[config.mk]
export PLATFORM = sky130hd
export DESIGN_NAME = map_ram_writer
export DESIGN_NICKNAME = d
export VERILOG_FILES = /design/src/rtl/map_ram_writer.sv
export SDC_FILE = /design/constraint.sdc
export NUM_CORES = 1
export LEC_CHECK = 0
export ABC_AREA = 1
export CAP_MARGIN = 20
export CORE_UTILIZATION = 41
export CTS_CLUSTER_DIAMETER = 50
export DETAILED_ROUTE_END_ITERATION = 8
export HOLD_SLACK_MARGIN = 0.08
export PLACE_DENSITY = 0.71
export SYNTH_ARGS = -nofsm -noshare
export SYNTH_HDL_FRONTEND = slang
export SYNTH_SLANG_ARGS = --single-unit
[constraint.sdc]
create_clock -name CLOCK_50 -period 2.2 [get_ports CLOCK_50]
set_input_delay 0.22 -clock CLOCK_50 [delete_from_list [all_inputs] [get_ports CLOCK_50]]
set_output_delay 0.22 -clock CLOCK_50 [all_outputs]
set_load 0.01 [all_outputs]
[src/rtl/map_ram_writer.sv]
// Moves pacman on a 40x30 tile map held in an external RAM with one cycle of read latency.
// Optional build macro PILL_SCORE_EN adds a saturating 16-bit score output.
module map_ram_writer (
  input  logic        CLOCK_50,
  input  logic        reset,
  input  logic        start,
  input  logic [5:0]  curr_x,
  input  logic [4:0]  curr_y,
  input  logic [5:0]  next_x,
  input  logic [4:0]  next_y,
  input  logic [3:0]  ram_rdata,
  output logic [10:0] ram_addr,
  output logic [3:0]  ram_wdata,
  output logic        ram_wren,
  output logic        busy,
  output logic        done,
  output logic        blocked,
`ifdef PILL_SCORE_EN
  output logic [15:0] score,
`endif
  output logic        pill_eaten
);

  localparam logic [3:0] TILE_EMPTY  = 4'd0;
  localparam logic [3:0] TILE_WALL   = 4'd1;
  localparam logic [3:0] TILE_PILL   = 4'd2;
  localparam logic [3:0] TILE_PACMAN = 4'd3;

  typedef enum logic [2:0] {
    S_IDLE, S_RD, S_CHK, S_ERASE, S_WRITE, S_DONE
  } state_t;

  state_t      state_q, state_d;
  logic [5:0]  cx_q, cx_d, nx_q, nx_d;
  logic [4:0]  cy_q, cy_d, ny_q, ny_d;
  logic        blocked_q, blocked_d;
  logic [10:0] curr_addr, next_addr;

  // y*40 + x as two shifts and an add; 29*40+39 = 1199 fits in 11 bits.
  function automatic logic [10:0] tile_addr(input logic [5:0] x, input logic [4:0] y);
    logic [10:0] y_w;
    y_w = {6'd0, y};
    return (y_w << 5) + (y_w << 3) + {5'd0, x};
  endfunction

  assign curr_addr = tile_addr(cx_q, cy_q);
  assign next_addr = tile_addr(nx_q, ny_q);
  assign blocked   = blocked_q;

  // NOTE: every signal driven here gets a default first, so no path can leave it unassigned and infer a latch.
  always_comb begin
    state_d    = state_q;
    cx_d       = cx_q;
    cy_d       = cy_q;
    nx_d       = nx_q;
    ny_d       = ny_q;
    blocked_d  = blocked_q;
    ram_addr   = 11'd0;
    ram_wdata  = TILE_EMPTY;
    ram_wren   = 1'b0;
    busy       = (state_q != S_IDLE);
    done       = 1'b0;
    pill_eaten = 1'b0;

    case (state_q)
      S_IDLE: begin
        if (start) begin
          cx_d = curr_x;
          cy_d = curr_y;
          nx_d = next_x;
          ny_d = next_y;
          // Off-map targets are rejected before any RAM traffic.
          if (next_x >= 6'd40 || next_y >= 5'd30) begin
            blocked_d = 1'b1;
            state_d   = S_DONE;
          end else begin
            state_d   = S_RD;
          end
        end
      end
      S_RD: begin
        ram_addr = next_addr;
        state_d  = S_CHK;
      end
      S_CHK: begin
        if (ram_rdata == TILE_WALL) begin
          blocked_d = 1'b1;
          state_d   = S_DONE;
        end else begin
          pill_eaten = (ram_rdata == TILE_PILL);
          state_d    = (cx_q == nx_q && cy_q == ny_q) ? S_WRITE : S_ERASE;
        end
      end
      S_ERASE: begin
        ram_addr  = curr_addr;
        ram_wdata = TILE_EMPTY;
        ram_wren  = 1'b1;
        state_d   = S_WRITE;
      end
      S_WRITE: begin
        ram_addr  = next_addr;
        ram_wdata = TILE_PACMAN;
        ram_wren  = 1'b1;
        state_d   = S_DONE;
      end
      S_DONE: begin
        done      = 1'b1;
        blocked_d = 1'b0;
        state_d   = S_IDLE;
      end
      default: state_d = S_IDLE;
    endcase
  end

  // NOTE: sequential state uses non-blocking assignments so every register samples pre-edge values.
  always_ff @(posedge CLOCK_50) begin
    if (reset) begin
      state_q   <= S_IDLE;
      cx_q      <= '0;
      cy_q      <= '0;
      nx_q      <= '0;
      ny_q      <= '0;
      blocked_q <= 1'b0;
    end else begin
      state_q   <= state_d;
      cx_q      <= cx_d;
      cy_q      <= cy_d;
      nx_q      <= nx_d;
      ny_q      <= ny_d;
      blocked_q <= blocked_d;
    end
  end

`ifdef PILL_SCORE_EN
  logic [15:0] score_q, score_d;

  always_comb begin
    score_d = score_q;
    if (pill_eaten) score_d = (score_q > 16'hFFF5) ? 16'hFFFF : score_q + 16'd10;
  end

  always_ff @(posedge CLOCK_50) begin
    if (reset) score_q <= '0;
    else       score_q <= score_d;
  end

  assign score = score_q;
`endif

endmodule

==> flow_results.org <==
** Min path
- The min-delay analysis places its worst path in the category flip-flop to flip-flop.
- Counting instances, the worst hold path has a depth of 2.

** Floorplan
- Die W :: 70.6 um
- For this configuration, the core starts out at a cell density of 0.434.
- Boundary Pins :: 49
- Die outline height :: 70.6 um
- Die Footprint :: 4990 um^2
- After floorplanning, the core was sized to cover 4440 um^2.
- After floorplanning, the core was divided into 24 placement rows.

** Timing
- Smallest setup slack after layout :: -0.291 ns
- Achievable clock frequency :: 0.402 GHz
- The worst path in the final design needs a cycle of 2.49 ns, including I/O delays and setup.
- Hold violation count in the final report :: 0
- On the final layout, the worst hold slack is 0.483 ns.
- Unrepaired setup endpoints after global routing :: yes
- Final setup fails :: 6
- Ratio of final minimum period to clock period :: 1.13
- Max-slew violation count :: 0
- For the final database, setup skew stands at 0.00538 ns.

** Synth
- The synthesized netlist occupies a cell area of 1930 um^2.
- The Yosys step of the flow raised 0 warnings.
- Gate count of the mapped netlist :: 270
- Synthesis-stage register bit count :: 26
- Share of synthesized area occupied by flip-flops and latches :: 0.270
- Dividing the synthesized area by the synthesized cell count gives 7.15 um^2.
- After synthesis, the netlist uses 32 different library cells.

** Final layout
- Share of layout cells above drive strength 1 :: 0.259
- The repair_antennas step left the layout with diodes totalling 0.
- Measured on the finished design, the core utilization comes to 0.641.
- Relative area change from synthesis to final layout :: 47.6%
- At the end of the flow, the number of nets in the layout was 403.

** Route
- The pre-antenna-repair detailed-routing pass consisted of 6 iterations.
- In the routed layout, each cell is associated on average with a via count of 5.00.
- Across all layers, the routed design uses 2,017 vias.
- In the routed design, unresolved DRC markers number 2.
- The routed design has 5.04 mm of wire.
- After detailed routing, the average wire length per cell comes to 12.5 um.
- The detail route stage leaves a number of antenna-violating nets equal to 0.
- Detailed Route Iter0 Violations :: 88

** Worst setup path
- STA classifies the critical path startpoint as a flip-flop.
- The critical path in this run is classified as flip-flop to output pin.
- Critical path arrival :: 2.27 ns
- Type of element capturing the critical path :: output pin
- Largest fanout of any net on the critical path :: 3
- Data on the critical path is required at its endpoint by 1.98 ns.
- Reg2reg path depth :: 6

** Global route
- Largest net degree at the start of global routing :: 39
- First-pass GRT wire length :: 8.63 mm
- After global routing the overflow that remains totals 0.
- In the global route stage, overall resource usage came out at 0.218.
- Vias in the first global route :: 1,954
- Initial antenna violation count :: 0

** Power
- Max rail drop VDD :: 0.609 mV
- For this design the static power due to leakage is 0.00134 uW.
- Pwr Density :: 967 nW/um^2

** Run status
- The final reports fail on design-rule violations, negative setup slack.
- Status :: finished with violations

** Place
- Routability congestion estimate :: 0.888
- Port buffering added 46 buffers.
- After legalization and detailed placement, the total HPWL measured 3.90 mm.

** Clock tree
- Clk slew on worst S/H paths :: 0.10 ns
- Inserted Clock Buffers :: 3
- TritonCTS Sinks :: 26
- Max Buffers Root-to-Sink :: 2
- The cell sitting at the root of the clock tree is a clkbuf_8.
- H-tree depth :: 1
- Clock network latency to the later pin of the worst-skew pair :: 0.27 ns
- TritonCTS built the clock tree.

** Job
- Max_cap viols :: 0
[logic make-up (layout without fill, tap and decap cells)]
logic type	Yosys count	after routing	share of synthesized area
XOR/XNOR	9	9	0.0408
AO/OA/AOI/OAI	68	68	0.188
adder cells (fa/ha/maj)	22	22	0.158
other	1	2	0.00194
flip-flops	26	26	0.270
AND/OR/NAND/NOR	90	90	0.215
buffers and inverters	54	134	0.127
[routing by layer]
metal / routed length (um) / vias up / global-route usage
met5: 0 / - / 0
met4: 94 / 0 / 0.0689
met3: 108 / 8 / 0.0142
met2: 2570 / 40 / 0.398
met1: 2270 / 921 / 0.275
li1: - / 1048 / -
[registers in the layout (all words and copies together), names as in the netlist]
signal   count
ny_q         5
blocked      1
nx_q         6
cy_q         5
cx_q         6
state_q      3
[worst max-delay path: stages, from the launching register on]
cell and delay [ns]:
dfxtp_2 0.34, inv_2 0.04, fa_2 0.58, fa_2 0.20, inv_2 0.04, nand2_2 0.06
a21oi_2 0.05, or2_4 0.24, or2_0 0.19, nand3_1 0.06, o21ai_1 0.05, buf_2 0.13
[report_power, final]
group          switching (uW)  internal [uW]
Combinational             869            800
Sequential               84.2            598
Clock                     160            244
Total                    1110           1640
[layout make-up]
cell class	count	area, um^2
tap	52	65.1
sequential	26	528
clock buffer	3	41.3
inverter	44	170
clock inverter	1	30.0
timing repair buffer	86	741
multi-input combinational	191	1270
fill	432	1600
[synthesized netlist by cell type]
cell	count	area (um^2)
nand2_1	51	191
inv_1	40	150
a21oi_1	34	170
dfxtp_1	26	521
o21ai_0	22	110
ha_1	18	225
nand3_1	13	65.1
nor2_1	11	41.3
o22ai_1	6	37.5
xnor2_1	5	43.8
fa_1	4	80.1
nand4_1	4	25.0
xor2_1	4	35.0
buf_2	3	15.0
buf_4	3	22.5
buf_6	3	33.8
inv_2	3	11.3
a22o_1	2	17.5
a31oi_1	2	12.5
nand2_4	2	22.5
nor3_1	2	10.0
or2_2	2	12.5
buf_1	1	3.75
conb_1	1	3.75
inv_6	1	8.76
nor2_4	1	11.3
nor3_4	1	16.3
nor4_1	1	6.26
o211ai_1	1	7.51
o31ai_1	1	7.51
or2_0	1	6.26
or2_1	1	6.26
[through the flow]
| stage | TNS (ns) | instance area (um^2) | power, uW | setup slack, ns | cells |
|---|---|---|---|---|---|
| final | -1.07 | 2850 | 2760 | -0.291 | 403 |
| after CTS | -1.10 | 2830 | 2720 | -0.297 | 403 |
| after global routing | -1.65 | 2850 | 2980 | -0.397 | 403 |
| after floorplan | 0 | 1950 | 1610 | 0.00502 | 271 |
| after global placement | -2.21 | 2670 | 2190 | -0.510 | 395 |
| after detailed placement | -2.35 | 2670 | 2220 | -0.546 | 395 |
[worst paths after layout]
check / from / end / slack (ns)
worst max-delay path: cy_q[2]$_SDFFE_PP0P_ / ram_addr[8] / -0.29
worst min-delay path: blocked$_SDFFE_PP0P_ / blocked$_SDFFE_PP0P_ / 0.48
worst max register to register: state_q[0]$_SDFFE_PP0N_ / ny_q[0]$_SDFFE_PP0P_ / 0.78
worst min register to register: blocked$_SDFFE_PP0P_ / blocked$_SDFFE_PP0P_ / 0.48
[placed cells by master (no fill, tap or decap), types with 5 or more instances in the layout]
cell              n
nand2_1          50
buf_2             6
dfxtp_2           6
buf_4            38
o21ai_0          18
nor2_1           11
dfxtp_1          20
inv_2            11
ha_1             13
clkdlybuf4s50_1  39
inv_1            32
xnor2_1           5
a21oi_1          31
nand3_1          12
[timing repair]
item	4_1_cts	5_1_grt
setup buffers	4	0
hold buffers	0	0
setup endpoints to repair	6	9
gates resized for setup	52	8
gates cloned	0	0
pin swaps	20	3
Power figures use the tool's default switching activity.
==> edit 1 (config.mk and constraints unchanged) <==
Register the inputs `start`, `curr_x`, `curr_y`, `next_x`, `next_y` and `ram_rdata` before use, cleared by the reset. The logic sees them one clock later.
--- a/src/rtl/map_ram_writer.sv
+++ b/src/rtl/map_ram_writer.sv
@@ -29,6 +29,31 @@
   typedef enum logic [2:0] {
     S_IDLE, S_RD, S_CHK, S_ERASE, S_WRITE, S_DONE
   } state_t;
+
+  logic start_q;
+  logic [5:0] curr_x_q;
+  logic [4:0] curr_y_q;
+  logic [5:0] next_x_q;
+  logic [4:0] next_y_q;
+  logic [3:0] ram_rdata_q;
+
+  always_ff @(posedge CLOCK_50) begin
+    if (reset) begin
+      start_q     <= '0;
+      curr_x_q    <= '0;
+      curr_y_q    <= '0;
+      next_x_q    <= '0;
+      next_y_q    <= '0;
+      ram_rdata_q <= '0;
+    end else begin
+      start_q     <= start;
+      curr_x_q    <= curr_x;
+      curr_y_q    <= curr_y;
+      next_x_q    <= next_x;
+      next_y_q    <= next_y;
+      ram_rdata_q <= ram_rdata;
+    end
+  end
 
   state_t      state_q, state_d;
   logic [5:0]  cx_q, cx_d, nx_q, nx_d;
@@ -64,13 +89,13 @@
 
     case (state_q)
       S_IDLE: begin
-        if (start) begin
-          cx_d = curr_x;
-          cy_d = curr_y;
-          nx_d = next_x;
-          ny_d = next_y;
+        if (start_q) begin
+          cx_d = curr_x_q;
+          cy_d = curr_y_q;
+          nx_d = next_x_q;
+          ny_d = next_y_q;
           // Off-map targets are rejected before any RAM traffic.
-          if (next_x >= 6'd40 || next_y >= 5'd30) begin
+          if (next_x_q >= 6'd40 || next_y_q >= 5'd30) begin
             blocked_d = 1'b1;
             state_d   = S_DONE;
           end else begin
@@ -83,11 +108,11 @@
         state_d  = S_CHK;
       end
       S_CHK: begin
-        if (ram_rdata == TILE_WALL) begin
+        if (ram_rdata_q == TILE_WALL) begin
           blocked_d = 1'b1;
           state_d   = S_DONE;
         end else begin
-          pill_eaten = (ram_rdata == TILE_PILL);
+          pill_eaten = (ram_rdata_q == TILE_PILL);
           state_d    = (cx_q == nx_q && cy_q == ny_q) ? S_WRITE : S_ERASE;
         end
       end
Formal check against the unedited RTL: not equivalent (a bounded check fails within 4 cycles, from zero or initial values and one cycle with reset high).
==> edit 1 against the unedited design <==
- synthesized area increased by 42%
- the flow finishes with violations (negative setup slack)
- hold slack got worse by 53 ps
- sequential share of layout area is 10 points higher
- setup slack gained 46 ps
- critical path depth decreased by 2
- critical path type unchanged
- core utilization down 6.1 points
- critical endpoint is now ram_addr[7]
- sequential cell count rose by 27
- wire length is 22% higher
- count of clock-buffer cells in the layout rose by 4
- non-clock buffer count is 2 lower
- final area rose by 30%
- power grew 0.71%
- largest power group is now sequential cells
- fmax increased by 1.9%
==> edit 1: results <==
export IMPL_status="finished with violations"
export IMPL_violations="negative setup slack"
export IMPL_worst_clock_skew_ps=7.76
export IMPL_reg2reg_depth=6
export IMPL_finalWirelength_mm=6.15
export IMPL_holdPathEnd="curr_x_q[5]"
export IMPL_syn_avg_cell_area_um2=7.52
export IMPL_cp_endpoint="ram_addr[7]"
export IMPL_drt_met1_wl_mm=2.68
export IMPL_final_fill_count=593
export IMPL_ys_seq_area_share_pct=38.7
export IMPL_synth_area_top_cells="dfxtp_1 39%, inv_1 9.3%, ha_1 8.2%, nand2_1 7.0%, a21oi_1 6.0%"
export IMPL_whs_path_depth=3
export IMPL_globalplace_congestion=0.832
export IMPL_netlist_top_cells_count="68 x inv_1, 53 x dfxtp_1, 51 x nand2_1"
export IMPL_r2r_start="state_q[2]"
export IMPL_grtUsageMet3_pct=1.88
export IMPL_min_path_type="input pin to flip-flop"
export IMPL_leakagePower_nw=1.86
export IMPL_setup_tns_ps=-1100
export IMPL_drt_iter0_markers=138
export IMPL_layout_drive_gt1_share_pct=21.2
export IMPL_hp_start="curr_x[5]"
export IMPL_place_ws_ps=-476
export IMPL_ir_drop_uv=419
export IMPL_viasPerCell=4.82
export IMPL_htree_levels=2
export IMPL_grt_pass1_wl_mm=10.2
export IMPL_crit_arrival_ps=2220
export IMPL_track_usage_pct=18.0
export IMPL_dp_cells=512
export IMPL_globalRouteMet1Util_pct=21.9
export IMPL_placed_area_um2=3490
export IMPL_synth_warnings=0
export IMPL_port_buffers=46
export IMPL_r2r_end="cy_q[4]"
export IMPL_clkTransAtPathRegs_ps=90
export IMPL_seq_power_mw=1.13
export IMPL_cts_buffers=5
export IMPL_setup_viol=6
export IMPL_regToRegSetupSlack_ps=730
export IMPL_layout_cells_non_filler=521
export IMPL_wl_met3_um=267
export IMPL_cts_setup_buffers=1
export IMPL_dpl_hpwl_mm=4.67
export IMPL_setup_slack_ps=-245
export IMPL_cp_max_fo=2
export IMPL_use_met2_pct=32.2
export IMPL_ys_async_sr_fraction_pct=0
export IMPL_grt_pass1_vias=2370
export IMPL_ys_types=33
export IMPL_p_clk_share_pct=23.8
export IMPL_crit_start="cx_q[5]"
export IMPL_drt_pass1_iterations=4
export IMPL_nets=494
export IMPL_net_switching_power_mw=0.903
==> edit 1: changes by cell type after synthesis, moves of 3 or more <==
cell,change
dfxtp_1,+27
clkbuf_1,+4
nor2_1,+27
inv_1,+28
nand3_1,+5
inv_2,+3
==> edit 1: final cells by class <==
cell class	count	area (µm²)	area share, %
sequential	53	1070	28.9
multi-input combinational	225	1410	38.0
inverter	74	278	7.50
timing repair buffer	84	733	19.8
clock buffer	7	86.3	2.33
clock inverter	1	30.0	0.811
tap	77	96.3	2.60
==> edit 1: worst max-delay path: stages, from the launching register on <==
cell	delay (ps)
dfxtp_2	340
inv_2	40
fa_1	580
inv_1	60
ha_2	160
a21o_1	170
a31oi_1	170
xor2_1	190
o21ai_1	70
buf_2	140
==> edit 1: logic make-up after synthesis <==
group	Yosys count	synth area share, %
xor+xnor	9	2.88
compound gates	71	14.1
simple gates	121	19.8
other cells	1	0.137
buf+inv	87	13.2
flops	53	38.7
fa+ha+maj	22	11.1
==> edit 2 (same flow settings) <==
Made on the original files. The option `PILL_SCORE_EN` is turned on by a define.
--- a/src/rtl/map_ram_writer.sv
+++ b/src/rtl/map_ram_writer.sv
@@ -1,5 +1,7 @@
 // Moves pacman on a 40x30 tile map held in an external RAM with one cycle of read latency.
 // Optional build macro PILL_SCORE_EN adds a saturating 16-bit score output.
+`define PILL_SCORE_EN
+
 module map_ram_writer (
   input  logic        CLOCK_50,
   input  logic        reset,
Behaviour (old outputs only; new: score): unchanged (Yosys induction, for registers that start in step).
==> edit 2 against the unedited design <==
- the run ends with negative setup slack left
- power rose by 43%
- register-to-register slack got worse by 230 ps
- wire length rose by 63%
- setup slack got worse by 64 ps
- first-iteration DRC count rose by 55%
- final area rose by 47%
- combinational power rose by 36%
- sequential cell count rose by 16
- critical endpoint unchanged
- synthesized area rose by 54%
- sequential power rose by 55%
==> edit 2: results <==
export IMPL_insertion_delay_ps=310
export IMPL_ys_seq_area_share_pct=28.3
export IMPL_layout_drive_gt1_share_pct=21.4
export IMPL_slowest_stage="fa_1"
export IMPL_setup_tns_ps=-1680
export IMPL_root_buffer="clkbuf_8"
export IMPL_cp_slowest_stage_delay_ps=550
export IMPL_relSlewSlack_pct=61.7
export IMPL_grt_pass1_wl_mm=13.5
export IMPL_synth_warnings=0
export IMPL_grt_max_degree=26
export IMPL_synth_area_top_cells="dfxtp_1 28%, nand2_1 11%, ha_1 8.0%, a21oi_1 7.9%, inv_1 7.6%"
export IMPL_track_usage_pct=23.0
export IMPL_viasPerCell=4.93
export IMPL_nets=578
export IMPL_placed_area_um2=3950
export IMPL_globalplace_congestion=0.849
export IMPL_drt_pass1_iterations=4
export IMPL_drt_iter0_markers=136
export IMPL_min_path_type="flip-flop to flip-flop"
export IMPL_status="finished with violations"
export IMPL_cp_max_fo=2
export IMPL_port_buffers=62
export IMPL_crit_arrival_ps=2330
export IMPL_cts_max_path_buffers=2
export IMPL_netlist_top_cells_count="90 x nand2_1, 60 x inv_1, 47 x a21oi_1"
export IMPL_largest_reg_flops=16
export IMPL_setup_viol=6
export IMPL_worst_clock_skew_ps=8.01
export IMPL_dpl_hpwl_mm=6.22
export IMPL_place_ws_ps=-562
export IMPL_antenna_found_initial=0
export IMPL_leakagePower_nw=2.02
export IMPL_ys_types=40
export IMPL_htree_levels=2
export IMPL_violations="negative setup slack"
export IMPL_grt_pass1_vias=2933
export IMPL_ys_async_sr_fraction_pct=0
export IMPL_wl_per_cell_um=13.2
export IMPL_ir_drop_uv=538
export IMPL_clkTransAtPathRegs_ps=80
export IMPL_synth_top_cell_by_area="dfxtp_1"
export IMPL_antennaDiodeCount=0
export IMPL_cts_buffers=5
export IMPL_setup_slack_ps=-354
[edit 2: changes by cell type after synthesis, sizes merged, moves of 4 or more]
cell / before / now
nand2: 53 / 98
clkbuf: 0 / 5
nor2: 12 / 32
inv: 44 / 66
nand3: 13 / 33
a21oi: 34 / 47
nand4: 4 / 8
o21ai: 22 / 28
dfxtp: 26 / 42
[edit 2: cell type report]
cell class	count	area, µm²
Sequential cell	42	850
Timing Repair Buffer	104	915
Multi-Input combinational cell	307	1930
Tap cell	96	120
Inverter	66	255
Clock buffer	5	68.8
Fill cell	663	2730
Clock inverter	3	40.0
[edit 2: metal layers]
metal	up-vias	global-route usage, %	share of wire (%)	routed length (µm)
li1	1587	-	-	-
met1	1395	28.6	43	3550
met2	79	40.9	50	4140
met3	8	3.51	5.4	444
met4	0	6.56	1.3	108
met5	-	0	0	0
[edit 2: report_power, final]
part           total (mW)  switching, mW  internal (mW)  leakage [nW]
combinational        2.27           1.19           1.07          1.61
sequential           1.06          0.125          0.932         0.346
clock               0.620          0.286          0.334        0.0579
total                3.94           1.60           2.34          2.02
[edit 2: logic make-up after synthesis]
logic type	share of synthesized area [%]
and+or+nand+nor	30.2
xor gates and xnor gates	3.83
AOI/OAI and AO/OA	16.0
adders and majority gates	10.7
other	0.126
DFF	28.3
buffers and inverters	10.9
[edit 2: worst max-delay path: cells and delay by family, from the launching register on]
kind | cells | cell delay (ps)
DFF | 1 | 340
and+or+nand+nor | 2 | 300
buffers and inverters | 3 | 240
adders and majority gates | 2 | 900
AOI/OAI and AO/OA | 3 | 260
[edit 2: final timing paths]
kind | cells after the start | end | start | slack [ps]
setup reg to reg | 8 | score[13] | score[1] | 550
hold / removal | 2 | cy_q[0] | cy_q[0] | 470
setup / recovery | 10 | ram_addr[8] | cy_q[2] | -350
hold reg to reg | 2 | cy_q[0] | cy_q[0] | 470
[edit 2: stage by stage]
step / total power, mW / utilization [%] / std cells
6_report: 3.94 / 60.5 / 623
5_1_grt: 4.25 / 60.5 / 623
4_1_cts: 3.94 / 60.2 / 623
3_5_place_dp: 3.12 / 57.1 / 611
3_3_place_gp: 3.07 / 57.1 / 611
2_1_floorplan: 2.23 / - / 427
[edit 2: what timing repair did]
action | in CTS | in global routing
gates resized for setup | 59 | 8
pin swaps | 19 | 7
buffers inserted | 4 | 0
endpoints found under the setup margin | 11 | 8
hold endpoints to repair | 0 | 0
